File: config.mk
export PLATFORM = sky130hd
export DESIGN_NAME = gsau_wb_buffer
export DESIGN_NICKNAME = d
export VERILOG_FILES = /design/src/rtl/gsau_wb_buffer_pkg.sv /design/src/rtl/gsau_wb_fifo.sv /design/src/rtl/gsau_wb_buffer.sv
export SDC_FILE = /design/constraint.sdc
export NUM_CORES = 1
export LEC_CHECK = 0
export BUFFER_PORTS_ARGS = -buffer_cell sky130_fd_sc_hd__buf_2
export CORE_AREA = 2 2 455 683
export CTS_BUF_LIST = sky130_fd_sc_hd__clkbuf_16
export CTS_CLUSTER_DIAMETER = 100
export DETAILED_ROUTE_END_ITERATION = 16
export DIE_AREA = 0 0 457 685
export PLACE_DENSITY = 0.43
export SKIP_CTS_REPAIR_TIMING = 1
export SYNTH_ARGS = -nofsm -noshare
export SYNTH_HDL_FRONTEND = slang
export SYNTH_HIERARCHICAL = 1
export SYNTH_SLANG_ARGS = --single-unit
File: constraint.sdc
create_clock -name CLK -period 24.3 [get_ports CLK]
set_input_delay 4.86 -clock CLK [delete_from_list [all_inputs] [get_ports CLK]]
set_output_delay 4.86 -clock CLK [all_outputs]
set_load 0.01 [all_outputs]
File: src/rtl/gsau_wb_buffer_pkg.sv
`default_nettype none
// ============================================================================
// Module      : gsau_wb_buffer_pkg
// Description : Shared widths, entry type and sizing helper for the GSAU
//               writeback buffer.
// Revision    : 1.0 - initial release
// ============================================================================
package gsau_wb_buffer_pkg;

    localparam int WB_DEPTH = 4;
    localparam int VREG_W   = 512;
    localparam int VDST_W   = 8;

    typedef logic [VREG_W-1:0] vreg_t;

    typedef struct packed {
        vreg_t             psum;
        logic [VDST_W-1:0] dst;
    } wb_entry_t;

    // Occupancy counter must represent 0..depth inclusive.
    function automatic int cnt_width(input int depth);
        return $clog2(depth) + 1;
    endfunction

endpackage
`default_nettype wire

File: src/rtl/gsau_wb_fifo.sv
`default_nettype none
// ============================================================================
// Module      : gsau_wb_fifo
// Description : Storage array, wrapping read/write pointers and occupancy
//               count for the writeback buffer; empty/full decoded from count.
// Revision    : 1.0 - initial release
// ============================================================================
module gsau_wb_fifo
    import gsau_wb_buffer_pkg::*;
#(
    parameter int DEPTH = WB_DEPTH,
    parameter int W     = VREG_W + VDST_W
) (
    input  logic                     CLK,
    input  logic                     RST,
    input  logic                     push,
    input  logic                     pop,
    input  logic [W-1:0]             wdata,
    output logic [W-1:0]             rdata,
    output logic [$clog2(DEPTH):0]   count,
    output logic                     full,
    output logic                     empty
);

    localparam int             AW       = $clog2(DEPTH);
    localparam logic [AW:0]    FULL_CNT = (AW+1)'(DEPTH);

    logic [W-1:0]  mem [DEPTH];
    logic [AW-1:0] wr_ptr;
    logic [AW-1:0] rd_ptr;
    logic          push_ok;
    logic          pop_ok;

    assign empty   = (count == '0);
    assign full    = (count == FULL_CNT);
    assign push_ok = push && !full;
    assign pop_ok  = pop && !empty;
    assign rdata   = mem[rd_ptr];

    // Payload storage is never reset; count alone decides what is valid.
    always_ff @(posedge CLK) begin
        if (push_ok) begin
            mem[wr_ptr] <= wdata;
        end
    end

    // DEPTH is a power of two, so pointer overflow is the wrap.
    always_ff @(posedge CLK) begin
        if (RST) begin
            wr_ptr <= '0;
            rd_ptr <= '0;
            count  <= '0;
        end else begin
            if (push_ok) begin
                wr_ptr <= wr_ptr + 1'b1;
            end
            if (pop_ok) begin
                rd_ptr <= rd_ptr + 1'b1;
            end
            case ({push_ok, pop_ok})
                2'b10:   count <= count + 1'b1;
                2'b01:   count <= count - 1'b1;
                default: count <= count;
            endcase
        end
    end

endmodule
`default_nettype wire

File: src/rtl/gsau_wb_buffer.sv
`default_nettype none
// ============================================================================
// Module      : gsau_wb_buffer
// Description : In-order writeback queue between the GSAU and a vector RF
//               write port, with scoreboard commit pulse and sticky overflow.
//               Optional macro WB_BYPASS_EN forwards into an empty buffer.
// Revision    : 1.0 - initial release
// ============================================================================
module gsau_wb_buffer
    import gsau_wb_buffer_pkg::*;
#(
    parameter int DEPTH = WB_DEPTH,
    parameter int VW    = VREG_W,
    parameter int RW    = VDST_W
) (
    input  logic                          CLK,
    input  logic                          RST,
    input  logic                          wb_valid,
    input  logic [VW-1:0]                 psum,
    input  logic [RW-1:0]                 wbdst,
    output logic                          output_ready,
    output logic                          rf_wen,
    output logic [VW-1:0]                 rf_wdata,
    output logic [RW-1:0]                 rf_wdst,
    input  logic                          rf_wready,
    output logic                          sb_done,
    output logic [RW-1:0]                 sb_vdst,
    output logic [cnt_width(DEPTH)-1:0]   count,
    output logic                          ovf_err
);

    logic [VW+RW-1:0] head;
    logic [VW-1:0]    head_psum;
    logic [RW-1:0]    head_dst;
    logic             fifo_push;
    logic             fifo_pop;
    logic             fifo_full;
    logic             fifo_empty;
    logic             commit;

    gsau_wb_fifo #(
        .DEPTH (DEPTH),
        .W     (VW + RW)
    ) u_fifo (
        .CLK   (CLK),
        .RST   (RST),
        .push  (fifo_push),
        .pop   (fifo_pop),
        .wdata ({psum, wbdst}),
        .rdata (head),
        .count (count),
        .full  (fifo_full),
        .empty (fifo_empty)
    );

    assign {head_psum, head_dst} = head;

    // Readiness comes from registered occupancy only, so a pop in the same
    // cycle never makes room for a push into a full buffer.
    assign output_ready = !fifo_full;

`ifdef WB_BYPASS_EN
    logic bypass;

    assign bypass    = fifo_empty && wb_valid;
    assign rf_wen    = !fifo_empty || wb_valid;
    assign rf_wdata  = bypass ? psum  : head_psum;
    assign rf_wdst   = bypass ? wbdst : head_dst;
    // A forwarded entry the RF takes immediately never occupies a slot.
    assign fifo_push = wb_valid && !fifo_full && !(bypass && rf_wready);
`else
    assign rf_wen    = !fifo_empty;
    assign rf_wdata  = head_psum;
    assign rf_wdst   = head_dst;
    assign fifo_push = wb_valid && !fifo_full;
`endif

    assign commit   = rf_wen && rf_wready;
    assign fifo_pop = commit && !fifo_empty;

    always_ff @(posedge CLK) begin
        if (RST) begin
            sb_done <= 1'b0;
            sb_vdst <= '0;
            ovf_err <= 1'b0;
        end else begin
            sb_done <= commit;
            if (commit) begin
                sb_vdst <= rf_wdst;
            end
            if (wb_valid && fifo_full) begin
                ovf_err <= 1'b1;
            end
        end
    end

endmodule
`default_nettype wire

==> summary.md <==
| Metric | Value |
|---|---|
| Status | finished clean |
| Min Tclk post-route | 10.58 ns |
| Final hold vios | 0 |
| Layout area overhead | 21.5% |
| Post-synth EDFFs | 2080 |
| I/O Pins | 1059 |
| Met3 usage | 4.16% |
| RSZ-0062 raised after global routing | no |
| Setup_tns | 0 ns |
| Pwr/cell area | 101 nW/um^2 |
| Sequential share of the synthesized area | 82.2% |
| Max transition margin | 28.3% |
| Final core utilization | 30.2% |
| Worst vdd ir | 70.0 uV |
| Yosys warnings | 6 |
| Initial Utilization | 24.8% |
| Most frequent cell after synthesis | edfxtp_1 |
| CTS Buf Count | 217 |
| Max_cap viols | 0 |
| Die height | 685 um |
| Max Clk Rate | 94.5 MHz |
| Vias in the first global route | 37415 |
| Synth unique cells | 28 |
| CP startpoint kind | flip-flop |
| WL per Instance | 24.9 um |
| Nets | between 4000 and 5000 |
| CTS Sinks | 2099 |
| Worst skew pair latency | 0.89 ns |
| Worst Path Required | 19.44 ns |
| Drt first pass iters | 5 |
| DRT iter0 DRCs | 2274 |
| Max clock buf depth | 4 |
| Vias | approximately 35000 |
| Area fraction of the dominant cell type after synthesis | 81.7% |
| Synth top area cells | edfxtp_1, mux4_2, buf_12 |
| Post-synth top area cell | edfxtp_1 |
| Average size of a mapped cell | ~27 um^2 |
| M1 GR Usage | 13.8% |
| Fin worst setup slack | between 10 and 15 ns |
| Final-report setup violation count | 0 |
| DP Worst Slack | 14.05 ns |
| First-pass GRT wire length | just under 300000 um |
| Core Rows | between 200 and 300 |
| Initial antenna violation count | 170 |
| CTS tree | yes |
| Total GRT Usage | between 10% and 20% |
| Post-Synthesis Cells | around 2800 |
| Clock root buffer | clkbuf_16 |
| CTS clk-pin slew, worst paths | 0.06 ns |
| Die outline area | around 310000 um^2 |
| Critical path class | flip-flop to primary output |
| Synth cell count leaders | edfxtp_1, mux4_2, buf_12, buf_2, dfxtp_1 |
| Via density per instance | 4.23 |
| Layout cell share with drive strength beyond 1 | 46.1% |
| Drt drc | 0 |
| Asr flop ratio synth | 0% |
| Total Wirelength | 206000 um |
| Final Max Slew Viols | 0 |
| Main synth FF type | edfxtp_1 |
| HPWL Detailed | 133000 um |
| Final RePlAce weighted congestion | 0.759 |
| H-tree levels | 4 |
| CP max FO | 62 |
| Final critical-path share of the clock period | between 40% and 50% |
| GRT busiest layer | met2 |
| Overflow after GRT | 0 |
| Synth Register Bits | 2099 |
| Leak | 0.0301 uW |
| Core area | roughly 310000 um^2 |
| Critical Path AT | about 5.7 ns |
| Endpoint class of the critical path | primary output |
| Final ANT Viol Nets | 0 |
| Slew @ Worst Pin | 1.08 ns |
| Type of the worst min-delay path | flip-flop to flip-flop |
| Die width | 457 um |
| Number of buffers added on ports | 1058 |
| Met2 Use GR | a little under a quarter |
| Skew final | 0.0810 ns |
| Cell Area, Synth | approximately 76000 um^2 |
| Syn nets | 3343 |
| Largest net degree at the start of global routing | around 140 |
==> cells by family after synthesis <==
logic type,share of synthesized area [%]
buffers and inverters,1.91
adders and majority gates,0.108
muxes,15.3
xor gates and xnor gates,0.0344
DFF,82.2
AOI/OAI and AO/OA,0.115
and+or+nand+nor,0.339
==> registers in the layout, indices dropped and copies added (netlist names), named ones only <==
signal         count
u_fifo/mem      2080
sb_vdst            8
u_fifo/count       3
u_fifo/rd_ptr      2
u_fifo/wr_ptr      2
ovf_err            1
sb_done            1
==> routing by layer <==
metal	share of wire, %	vias up
met5	0.16	-
met3	7.3	544
met1	36	18400
met2	53	1208
met4	3.4	56
li1	-	14740
==> stage by stage <==
stage | cell area [um^2] | power, uW | hold WS [ns] | instances
after floorplan | 76500 | 5780 | 0.459 | 2813
after global placement | 85900 | 6300 | 0.455 | 7836
after detailed placement | 85900 | 6310 | 0.453 | 7836
after CTS | 92800 | 9630 | 0.470 | 8221
after global routing | 92900 | 9830 | 0.490 | 8231
final | 92900 | 9420 | 0.470 | 8260
==> final cells by class <==
type                       count  area [um^2]
inverter                      10         37.5
clock inverter               167         1460
clock buffer                 218         5460
fill                       29963       215000
tap                         4032         5040
sequential                  2099        62800
antenna                       39         97.6
timing repair buffer        1110         5800
multi-input combinational    585        12200
==> worst max-delay path, stage by stage, from the launching register on <==
cell     delay [ns]
dfxtp_4        0.79
buf_4          0.60
buf_4          0.82
buf_4          0.90
buf_4          0.80
mux4_2         0.51
buf_2          0.18
==> path summary, 6_finish.rpt <==
path / slack, ns / cells after the start / end / start
hold / removal: 0.47 / 2 / sb_vdst[5]$_SDFFE_PP0P_ / sb_vdst[5]$_SDFFE_PP0P_
setup reg to reg: 18.51 / 9 / u_fifo/mem[3][392]$_DFFE_PP_ / u_fifo/count[0]$_SDFFE_PP0P_
setup / recovery: 13.72 / 6 / rf_wdata[67] / flip-flop
hold reg to reg: 0.47 / 2 / sb_vdst[5]$_SDFFE_PP0P_ / sb_vdst[5]$_SDFFE_PP0P_
==> power by group <==
group | internal [uW] | switching [uW]
Sequential | 4360 | 76.8
Combinational | 697 | 1020
Clock | 1880 | 1380
==> layout by cell type, fill, tap and decap left out, types with 3 or more instances in the layout <==
cell / netlist / layout
clkinv_8: 0 / 4
clkinv_4: 0 / 3
o21ai_0: 3 / 3
or3_1: 3 / 3
xor2_1: 3 / 3
clkbuf_16: 0 / 218
mux4_2: 520 / 520
edfxtp_1: 2080 / 2080
buf_12: 55 / 9
nor2_1: 7 / 7
o21ai_1: 8 / 8
dfxtp_1: 19 / 17
inv_6: 0 / 3
a21oi_1: 5 / 5
clkinv_2: 0 / 34
ha_1: 5 / 5
nand4bb_1: 8 / 8
nand2b_1: 10 / 10
clkinv_1: 0 / 50
buf_4: 3 / 43
bufinv_16: 0 / 24
buf_2: 51 / 1058
inv_1: 10 / 51
diode_2: 0 / 39
clkinvlp_4: 0 / 4
and2_4: 0 / 4
Note: power is estimated with default switching activity, not from simulation.
